$ cat src/rtl/mult_share_ctrl.sv
// mult_share_ctrl: round-robin front end that lets NREQ requesters share one
// external combinational 16x16 signed multiplier through a two-stage
// (operand register / result register) pipeline with full backpressure.
module mult_share_ctrl #(
  parameter int unsigned NREQ = 4,
  parameter int unsigned IDW  = 2
) (
  input  logic               clk,
  input  logic               rst,
  input  logic [NREQ-1:0]    req_valid,
  output logic [NREQ-1:0]    req_ready,
  input  logic [NREQ*16-1:0] req_a,
  input  logic [NREQ*16-1:0] req_b,
  output logic [15:0]        mul_a,
  output logic [15:0]        mul_b,
  input  logic [31:0]        mul_result,
  output logic               rsp_valid,
  input  logic               rsp_ready,
  output logic [IDW-1:0]     rsp_id,
  output logic [31:0]        rsp_result,
  output logic [15:0]        ops_done
);

  logic           s1_valid;
  logic [IDW-1:0] s1_id;
  logic [IDW-1:0] rr_ptr;
  logic           s2_adv;
  logic           s1_adv;
  logic           grant_any;
  logic [IDW-1:0] win;
  logic [IDW-1:0] ptr_next;
  logic           fire;

  // Stage advance conditions: S2 moves when empty or drained, S1 moves when
  // empty or S2 moves, so unload + transfer + load can all happen together.
  always_comb begin
    s2_adv = !rsp_valid || rsp_ready;
    s1_adv = !s1_valid || s2_adv;
  end

  // Round-robin search starting at rr_ptr; first asserted req_valid wins.
  always_comb begin
    int unsigned idx;
    grant_any = 1'b0;
    win       = '0;
    idx       = 0;
    for (int unsigned i = 0; i < NREQ; i++) begin
      idx = (32'(rr_ptr) + i) % NREQ;
      if (!grant_any && req_valid[idx]) begin
        grant_any = 1'b1;
        win       = IDW'(idx);
      end
    end
    ptr_next = IDW'((32'(win) + 1) % NREQ);
  end

  assign fire = grant_any && s1_adv;

  // One-hot accept on the winner, only in a cycle where S1 can take it;
  // forced low while reset is asserted.
  always_comb begin
    req_ready = '0;
    if (!rst && fire) begin
      req_ready[win] = 1'b1;
    end
  end

  // Arbitration pointer moves past the winner only on an actual grant.
  always_ff @(posedge clk or posedge rst) begin
    if (rst) begin
      rr_ptr <= '0;
    end else if (fire) begin
      rr_ptr <= ptr_next;
    end
  end

  // S1 operand register; operands hold their last values while S1 is empty.
  always_ff @(posedge clk or posedge rst) begin
    if (rst) begin
      s1_valid <= 1'b0;
      s1_id    <= '0;
      mul_a    <= '0;
      mul_b    <= '0;
    end else if (s1_adv) begin
      s1_valid <= grant_any;
      if (grant_any) begin
        s1_id <= win;
        mul_a <= req_a[32'(win)*16 +: 16];
        mul_b <= req_b[32'(win)*16 +: 16];
      end
    end
  end

  // S2 result register captures the external product unmodified.
  always_ff @(posedge clk or posedge rst) begin
    if (rst) begin
      rsp_valid  <= 1'b0;
      rsp_id     <= '0;
      rsp_result <= '0;
    end else if (s2_adv) begin
      rsp_valid <= s1_valid;
      if (s1_valid) begin
        rsp_id     <= s1_id;
        rsp_result <= mul_result;
      end
    end
  end

  // Completed-response counter, wraps naturally at 16 bits.
  always_ff @(posedge clk or posedge rst) begin
    if (rst) begin
      ops_done <= '0;
    end else if (rsp_valid && rsp_ready) begin
      ops_done <= ops_done + 16'd1;
    end
  end

endmodule

$ cat config.mk
export PLATFORM = sky130hd
export DESIGN_NAME = mult_share_ctrl
export DESIGN_NICKNAME = d
export VERILOG_FILES = /design/src/rtl/mult_share_ctrl.sv
export SDC_FILE = /design/constraint.sdc
export NUM_CORES = 1
export LEC_CHECK = 0
export ABC_AREA = 1
export BUFFER_PORTS_ARGS = -buffer_cell sky130_fd_sc_hd__buf_2
export CORE_ASPECT_RATIO = 1.75
export CORE_MARGIN = 2
export CORE_UTILIZATION = 45
export CTS_CLUSTER_SIZE = 40
export DETAILED_ROUTE_END_ITERATION = 12
export PLACE_DENSITY = 0.77
export SLEW_MARGIN = 30
export SYNTH_ARGS = -nofsm -noshare
export SYNTH_HDL_FRONTEND = slang
export SYNTH_SLANG_ARGS = --single-unit
$ cat constraint.sdc
create_clock -name clk -period 8.2 [get_ports clk]
set_input_delay 0.82 -clock clk [delete_from_list [all_inputs] [get_ports clk]]
set_output_delay 0.82 -clock clk [all_outputs]
set_load 0.1 [all_outputs]
==> results of run 1 <==
[final cells by class]
cell class	count	area, um^2	area share
clock buffers	10	229	0.0346
flip-flops and latches	88	2200	0.333
well taps	132	165	0.0250
inverters	16	67.6	0.0102
repair buffers	259	1310	0.198
multi-input cells	526	2580	0.391
clock inverters	6	51.3	0.00776
[cells by family after synthesis]
| group | Yosys count | share of synthesized area |
|---|---|---|
| flops | 88 | 0.432 |
| compound gates | 6 | 0.00663 |
| mux | 35 | 0.0774 |
| fa+ha+maj | 1 | 0.00246 |
| simple gates | 470 | 0.394 |
| xor+xnor | 14 | 0.0241 |
| buf+inv | 61 | 0.0629 |
[cell usage after synthesis]
cell type  instances
xnor2_1            6
xor2_1             8
buf_1              1
o21a_1             1
dfrtp_1           88
nand2_1          361
buf_8              2
a31oi_1            1
inv_2              3
nand2_2           10
buf_4              3
nor2_1            10
clkbuf_1           7
o21ai_0            2
nand4_1           65
o21ai_1            2
buf_6              2
nor3_1             4
inv_6              1
mux2_2            35
buf_2             30
nand3_2            3
nand3b_1           1
nand3_1           14
inv_1             12
nor3b_1            1
ha_1               1
nor2_4             1
[through the flow]
stage	hold WS, ns	utilization	std cells	setup slack [ns]
final	0.473	0.595	1037	3.97
after global routing	0.491	0.595	1037	3.62
after CTS	0.475	0.595	1037	3.92
after detailed placement	0.460	0.570	1021	4.02
after global placement	0.457	0.570	1021	3.78
after floorplan	0.449	-	675	2.22
[metal layers]
metal | up-vias | track usage | share of wire | wire length [um]
li1 | 2643 | - | - | -
met1 | 2408 | 0.295 | 0.41 | 6000
met2 | 212 | 0.423 | 0.52 | 7660
met3 | 18 | 0.0323 | 0.058 | 865
met4 | 0 | 0.0718 | 0.018 | 259
met5 | - | 0 | 0 | 0
[worst min-delay path: cells and delay by family (launching register included)]
family,cells,cell delay (ns)
AND/OR/NAND/NOR,2,0.10
flip-flops,1,0.34
[flip-flops by register name, indices dropped and copies added, names as in the netlist]
register and flops:
rr_ptr 2, mul_b 16, rsp_valid 1, s1_id 2, s1_valid 1, rsp_id 2
ops_done 16, rsp_result 32, mul_a 16
[worst max path at each step]
stage / start / endpoint / slack [ns]
after floorplan: rst / req_ready[2] / 2.22
after global placement: req_valid[2] / req_ready[2] / 3.78
after detailed placement: req_valid[3] / req_ready[2] / 4.02
after CTS: rr_ptr[0] / req_ready[2] / 3.92
after global routing: rr_ptr[0] / req_ready[2] / 3.62
final: rr_ptr[0] / req_ready[2] / 3.97
==> results by group, run 1 <==
Status
  – Status: completed

Min path
  – Hold Crit Endpoint: mul_b[12]
  – Worst hold path class: reg2reg
  – Worst Hold Launch: mul_b[12]
  – Min-Delay Path Depth: 2

Critical path
  – FF-to-FF Start: rr_ptr[0]
  – Worst R2R Setup Slack: 5.35 ns
  – CP Depth: 12
  – Worst Path Buf+Inv: 3
  – Crit path DAT: 3.41 ns
  – Critical path endpoint category: primary output
  – R2R cell count: 16
  – Critical R2R Capture: mul_b[13]
  – Critical Path Max Stage Delay: 0.67 ns
  – Required @ worst endpoint: 7.38 ns
  – CP max stage cell: inv_2
  – Type of origin of the critical path: register
  – Critical path peak fanout: 38
  – Crit path cell chain: inv_6 -> nand2_1 -> nand2_2 -> nand2_1 -> nand2_2 -> nor2_4 -> nand3_2 -> nand2_2 -> inv_2 -> nand2_1 -> nor3_1 -> buf_2
  – Critical path class: reg2out
  – Crit path max-delay family: buffers and inverters

CTS
  – Setup bufs post-CTS: 0
  – TritonCTS Buffers: 9
  – Clock insertion delay at the later pin of the skew report: 0.33 ns
  – Root Buffer: clkbuf_16
  – H-tree depth: 3
  – Maximum clock insertion buffer count: 2
  – Cts hold-fix bufs: 0
  – Clk sinks: 88
  – CTS tree: done
  – Clock transition at path regs: 0.07 ns
  – Post-CTS resize count: 0

Die
  – Die area: 12200 um^2
  – Initial Utilization: 0.459
  – Die X: 84.4 um
  – Die H: 145 um
  – Rows: 51
  – Core region area: 11100 um^2
  – Top-Level Pins: 254

Final layout
  – P&R area growth vs syn: 29.8%
  – Ant. Diodes: 0
  – Share of layout cells above drive strength 1: 0.365
  – Most frequent cells in the layout: nand2_1 (360), buf_2 (253), dfrtp_1 (88)
  – Most common cell after layout, fill and taps aside: nand2_1
  – Number of fillers in the final layout: 1055
  – Post-route design area: 6610 um^2
  – Nets@finish: 1068

Logic synthesis
  – FF+latch count, synth: 88
  – Register area share after synthesis: 0.432
  – Syn Nets: 843
  – Post-Syn Area: 5090 um^2
  – Ys Warns: 0
  – Ranking of synthesized cells by area: dfrtp_1 (43%), nand2_1 (27%), nand4_1 (8.0%)
  – Post-synth cell types: 28
  – Mapped Cells: 675
  – Post-synth top area share: 0.432
  – Synth Area per Inst: 7.55 um^2
  – Synth area leader: dfrtp_1

STA
  – Hold Vio Cnt, Final: 0
  – Final slew viol count: 0
  – Fin crit period: 4.23 ns
  – Clock skew: 0.00911 ns
  – Final setup fails: 0
  – RSZ-0062 raised after global routing: no
  – Slew HR: 0.545
  – Worst Max-Slew Pin Slew: 0.682 ns
  – Setup TNS: 0 ns
  – Fmax: 236 MHz
  – Final Cycle Share: 0.516

Route
  – Remaining DRCs: 0
  – Iteration-0 DRC Markers: 206
  – First-pass DRT Iterations: 5
  – Routed Antenna Nets: 0
  – WL final: 14.8 mm
  – Via count: 5281
  – Avg WL per Cell: 14.3 um
  – Via/cell ratio: 5.09

Flow run
  – MaxCap Viol Count: 0

Global route
  – Antenna violations before repair: 0
  – Pin count of the biggest net entering global routing: 69
  – Vias in the first global route: 4851
  – Gr usage total: 0.236
  – Global route overflow: 0
  – First-pass GRT wire length: 23.3 mm

Placed design
  – Port buffer count: 253
  – Placed inst area: 6330 um^2
  – Dpl hpwl: 10.9 mm
  – GP Congestion: 0.812
Power of run 1 is left out: the tool's default activity adds up to more than one toggle a clock period on the data nets, which glitch-free logic cannot reach.
==> inputs of run 2 (changes only) <==
--- a/config.mk
+++ b/config.mk
@@ -5,14 +5,14 @@
 export SDC_FILE = /design/constraint.sdc
 export NUM_CORES = 1
 export LEC_CHECK = 0
-export ABC_AREA = 1
+export ABC_AREA = 0
 export BUFFER_PORTS_ARGS = -buffer_cell sky130_fd_sc_hd__buf_2
 export CORE_ASPECT_RATIO = 1.75
 export CORE_MARGIN = 2
 export CORE_UTILIZATION = 45
 export CTS_CLUSTER_SIZE = 40
 export DETAILED_ROUTE_END_ITERATION = 12
-export PLACE_DENSITY = 0.77
+export PLACE_DENSITY = 0.79
 export SLEW_MARGIN = 30
 export SYNTH_ARGS = -nofsm -noshare
 export SYNTH_HDL_FRONTEND = slang
==> constraint.sdc (replaced) <==
create_clock -name clk -period 4.4 [get_ports clk]
set_input_delay 0.44 -clock clk [delete_from_list [all_inputs] [get_ports clk]]
set_output_delay 0.44 -clock clk [all_outputs]
set_load 0.1 [all_outputs]
==> results by group, run 2 <==
Final layout
  – Multi-input logic area: 2260 um^2 (-13%)
  – P&R area growth vs syn: 35.1%
  – Layout Cells excl Fill: 809 (-22%)
  – Ant. Diodes: 0 (unchanged)
  – Largest Register: rsp_result
  – Share of layout cells above drive strength 1: 0.501 (+0.137)
  – Most frequent cells in the layout: buf_2 (253), dfrtp_1 (88), nor2_1 (41)
  – Number of fillers in the final layout: 871 (-17%)
  – Most common cell after layout, fill and taps aside: buf_2
  – Max FFs per register: 32 (unchanged)
  – Nets@finish: 845 (-21%)
  – Post-route design area: 6280 um^2 (-5.0%)
  – Sequential cell area: 2200 um^2 (unchanged)

STA
  – Hold Vio Cnt, Final: 0 (unchanged)
  – Final slew viol count: 0 (unchanged)
  – Setup TNS: 0 ns (unchanged)
  – Fmax: 361 MHz
  – Fin crit period: 2.77 ns
  – Worst Max-Slew Pin Slew: 0.916 ns (+0.234 ns)
  – Slew HR: 0.389 (-0.156)
  – RSZ-0062 raised after global routing: no
  – Clock skew: 0.00918 ns (+0.0000707 ns)
  – Final Cycle Share: 0.629
  – Final WS setup: 1.63 ns (-2.34 ns)
  – Final setup fails: 0 (unchanged)

Logic synthesis
  – Syn Nets: 609 (-28%)
  – Xor/xnor share of the synthesized area: 0.0283 (+0.00419)
  – Synth area leader: dfrtp_1
  – Post-synth cell types: 39 (+39%)
  – Synth Area per Inst: 10.5 um^2 (+40%)
  – Ys Warns: 0 (unchanged)
  – Register area share after synthesis: 0.474 (+0.0414)
  – Most common cell in the netlist: dfrtp_1
  – Ys async rst share: 1.00 (unchanged)
  – Post-synth EDFFs: 0 (unchanged)
  – FF+latch count, synth: 88 (unchanged)
  – Mapped Cells: 441 (-35%)
  – Post-synth top area share: 0.474 (+0.0414)
  – Post-synthesis mux area share: 0.0869 (+0.00957)
  – Top post-synthesis cells by count: dfrtp_1 (88), nor2_1 (41), and3_1 (40), a21oi_1 (38), mux2_2 (35)
  – Most used DFF post-synth: dfrtp_1
  – Synth Area in Adders: 0.00269 (+0.000235)
  – Largest family of logic cells by synthesized area: compound AO/OA/AOI/OAI gates
  – Post-synthesis simple-gate area fraction: 0.127 (-0.267)
  – Post-Syn Area: 4650 um^2 (-8.7%)
  – Ranking of synthesized cells by area: dfrtp_1 (47%), mux2_2 (8.5%), a221oi_2 (6.1%)
  – Synth Area in Compound Gates: 0.232 (+0.226)

Critical path
  – CP max stage cell: dfrtp_1
  – Critical path class: reg2out
  – Crit path max-delay family: buffers and inverters
  – Crit path DAT: 2.33 ns (-1.08 ns)
  – Crit path launch: rr_ptr[1]
  – Type of origin of the critical path: register
  – Crit path cell chain: inv_2 -> nor3_1 -> a221o_1 -> buf_4 -> and3_1 -> buf_2
  – Critical path peak fanout: 23 (-39%)
  – FF-to-FF Start: rr_ptr[1]
  – Critical Path Max Stage Delay: 0.53 ns (-0.14 ns)
  – Critical path endpoint category: primary output
  – Worst Path Buf+Inv: 3 (unchanged)
  – Required @ worst endpoint: 3.96 ns (-3.42 ns)

Placed design
  – Pre-CTS setup slack: 1.89 ns (-2.13 ns)
  – Post-Place Cells: 793 (-22%)
  – Placed inst area: 6000 um^2 (-5.3%)
  – GP Congestion: 0.869 (+7.0%)
  – Dpl hpwl: 10.6 mm (-2.1%)
  – Port buffer count: 253 (unchanged)

CTS
  – CTS tree: done
  – Post-CTS resize count: 0 (unchanged)
  – Clock insertion delay at the later pin of the skew report: 0.34 ns (about the same)
  – Setup bufs post-CTS: 0 (unchanged)
  – Root Buffer: clkbuf_16
  – Cts hold-fix bufs: 0 (unchanged)
  – TritonCTS Buffers: 9 (unchanged)
  – Maximum clock insertion buffer count: 2 (unchanged)
  – Clk sinks: 88 (unchanged)
  – H-tree depth: 3 (unchanged)
  – Clock transition at path regs: 0.06 ns (about the same)

Die
  – Core region area: 10200 um^2 (-8.3%)
  – Rows: 49 (-3.9%)
  – Die X: 80.8 um (-4.3%)
  – Die H: 138 um (-4.3%)
  – Die area: 11200 um^2 (-8.4%)
  – Top-Level Pins: 254 (unchanged)
  – Initial Utilization: 0.457 (-0.00203)

Route
  – First-pass DRT Iterations: 4 (-1)
  – Routed Antenna Nets: 0 (unchanged)
  – Iteration-0 DRC Markers: 156 (-24%)
  – Avg WL per Cell: 17.1 um (+20%)
  – Remaining DRCs: 0 (unchanged)
  – Via/cell ratio: 5.55 (+9.0%)
  – Via count: 4489 (-15%)
  – WL final: 13.9 mm (-6.3%)

Status
  – Status: completed

Global route
  – Global route overflow: 0 (unchanged)
  – Gr usage total: 0.250 (+0.0139)
  – First-pass GRT wire length: 21.6 mm (-7.2%)
  – Vias in the first global route: 4575 (-5.7%)
  – Pin count of the biggest net entering global routing: 58 (-16%)
  – Antenna violations before repair: 0 (unchanged)

Min path
  – Worst hold path class: in2async

Power
  – LEAKAGE: 3.12 nW
  – VDD IR max: 0.000545 V
  – Power Density: 583 nW/um^2

Flow run
  – MaxCap Viol Count: 0 (unchanged)
==> run 2: cell types whose count changed in the layout (fill, tap and decap cells not counted), sizes merged, moves of 5 or more <==
cell / change
xor2: -5
nand3: -12
a221oi: +32
xnor2: +6
o21ai: +33
a21oi: +38
inv: -11
and3: +40
nand2: -356
nand4: -62
nor2: +30
a21boi: +32
==> run 2: stage by stage <==
step	total power [mW]	util	hold slack [ns]
floorplan	2.57	-	0.442
global placement	2.90	0.583	0.464
global route	3.82	0.617	0.142
CTS	3.69	0.617	0.115
detailed placement	2.96	0.589	0.473
finish	3.66	0.617	0.112
==> run 2: cell families (layout without fill, tap and decap cells) <==
kind of cell / after synthesis / after routing
xor gates and xnor gates: 15 / 15
muxes: 36 / 36
buffers and inverters: 39 / 280
adders and majority gates: 1 / 1
AOI/OAI and AO/OA: 145 / 145
and+or+nand+nor: 117 / 117
DFF: 88 / 88
==> run 2: power by group <==
group          switching (mW)  internal [mW]  total (mW)
Combinational            1.49          0.376        1.87
Sequential              0.114          0.960        1.07
Clock                   0.326          0.393       0.720
==> run 2: cell type report <==
cell class | instances | area share
multi-input combinational | 314 | 0.360
sequential | 88 | 0.351
timing repair buffer | 261 | 0.217
clock buffer | 9 | 0.0359
tap | 127 | 0.0253
clock inverter | 7 | 0.00956
inverter | 3 | 0.00219
==> run 2: path summary, 6_finish.rpt <==
path                                  end  slack (ns)  cells after the start
min                          ops_done[15]        0.11                      2
max                          req_ready[0]        1.63                      6
max reg2reg                      mul_a[1]        2.35                      6
min in group clk           rsp_result[18]        0.33                      2
min reg2reg                      s1_id[1]        0.49                      2
max in group asynchronous        mul_a[3]        3.24                      3
==> run 2: per-layer routing <==
layer,GRT usage,share of wire,vias to the layer above
met5,0,0,-
met4,0.128,0.034,0
met3,0.0561,0.085,33
met2,0.448,0.52,258
met1,0.263,0.36,2110
li1,-,-,2088
Note: power is estimated with default switching activity, not from simulation.
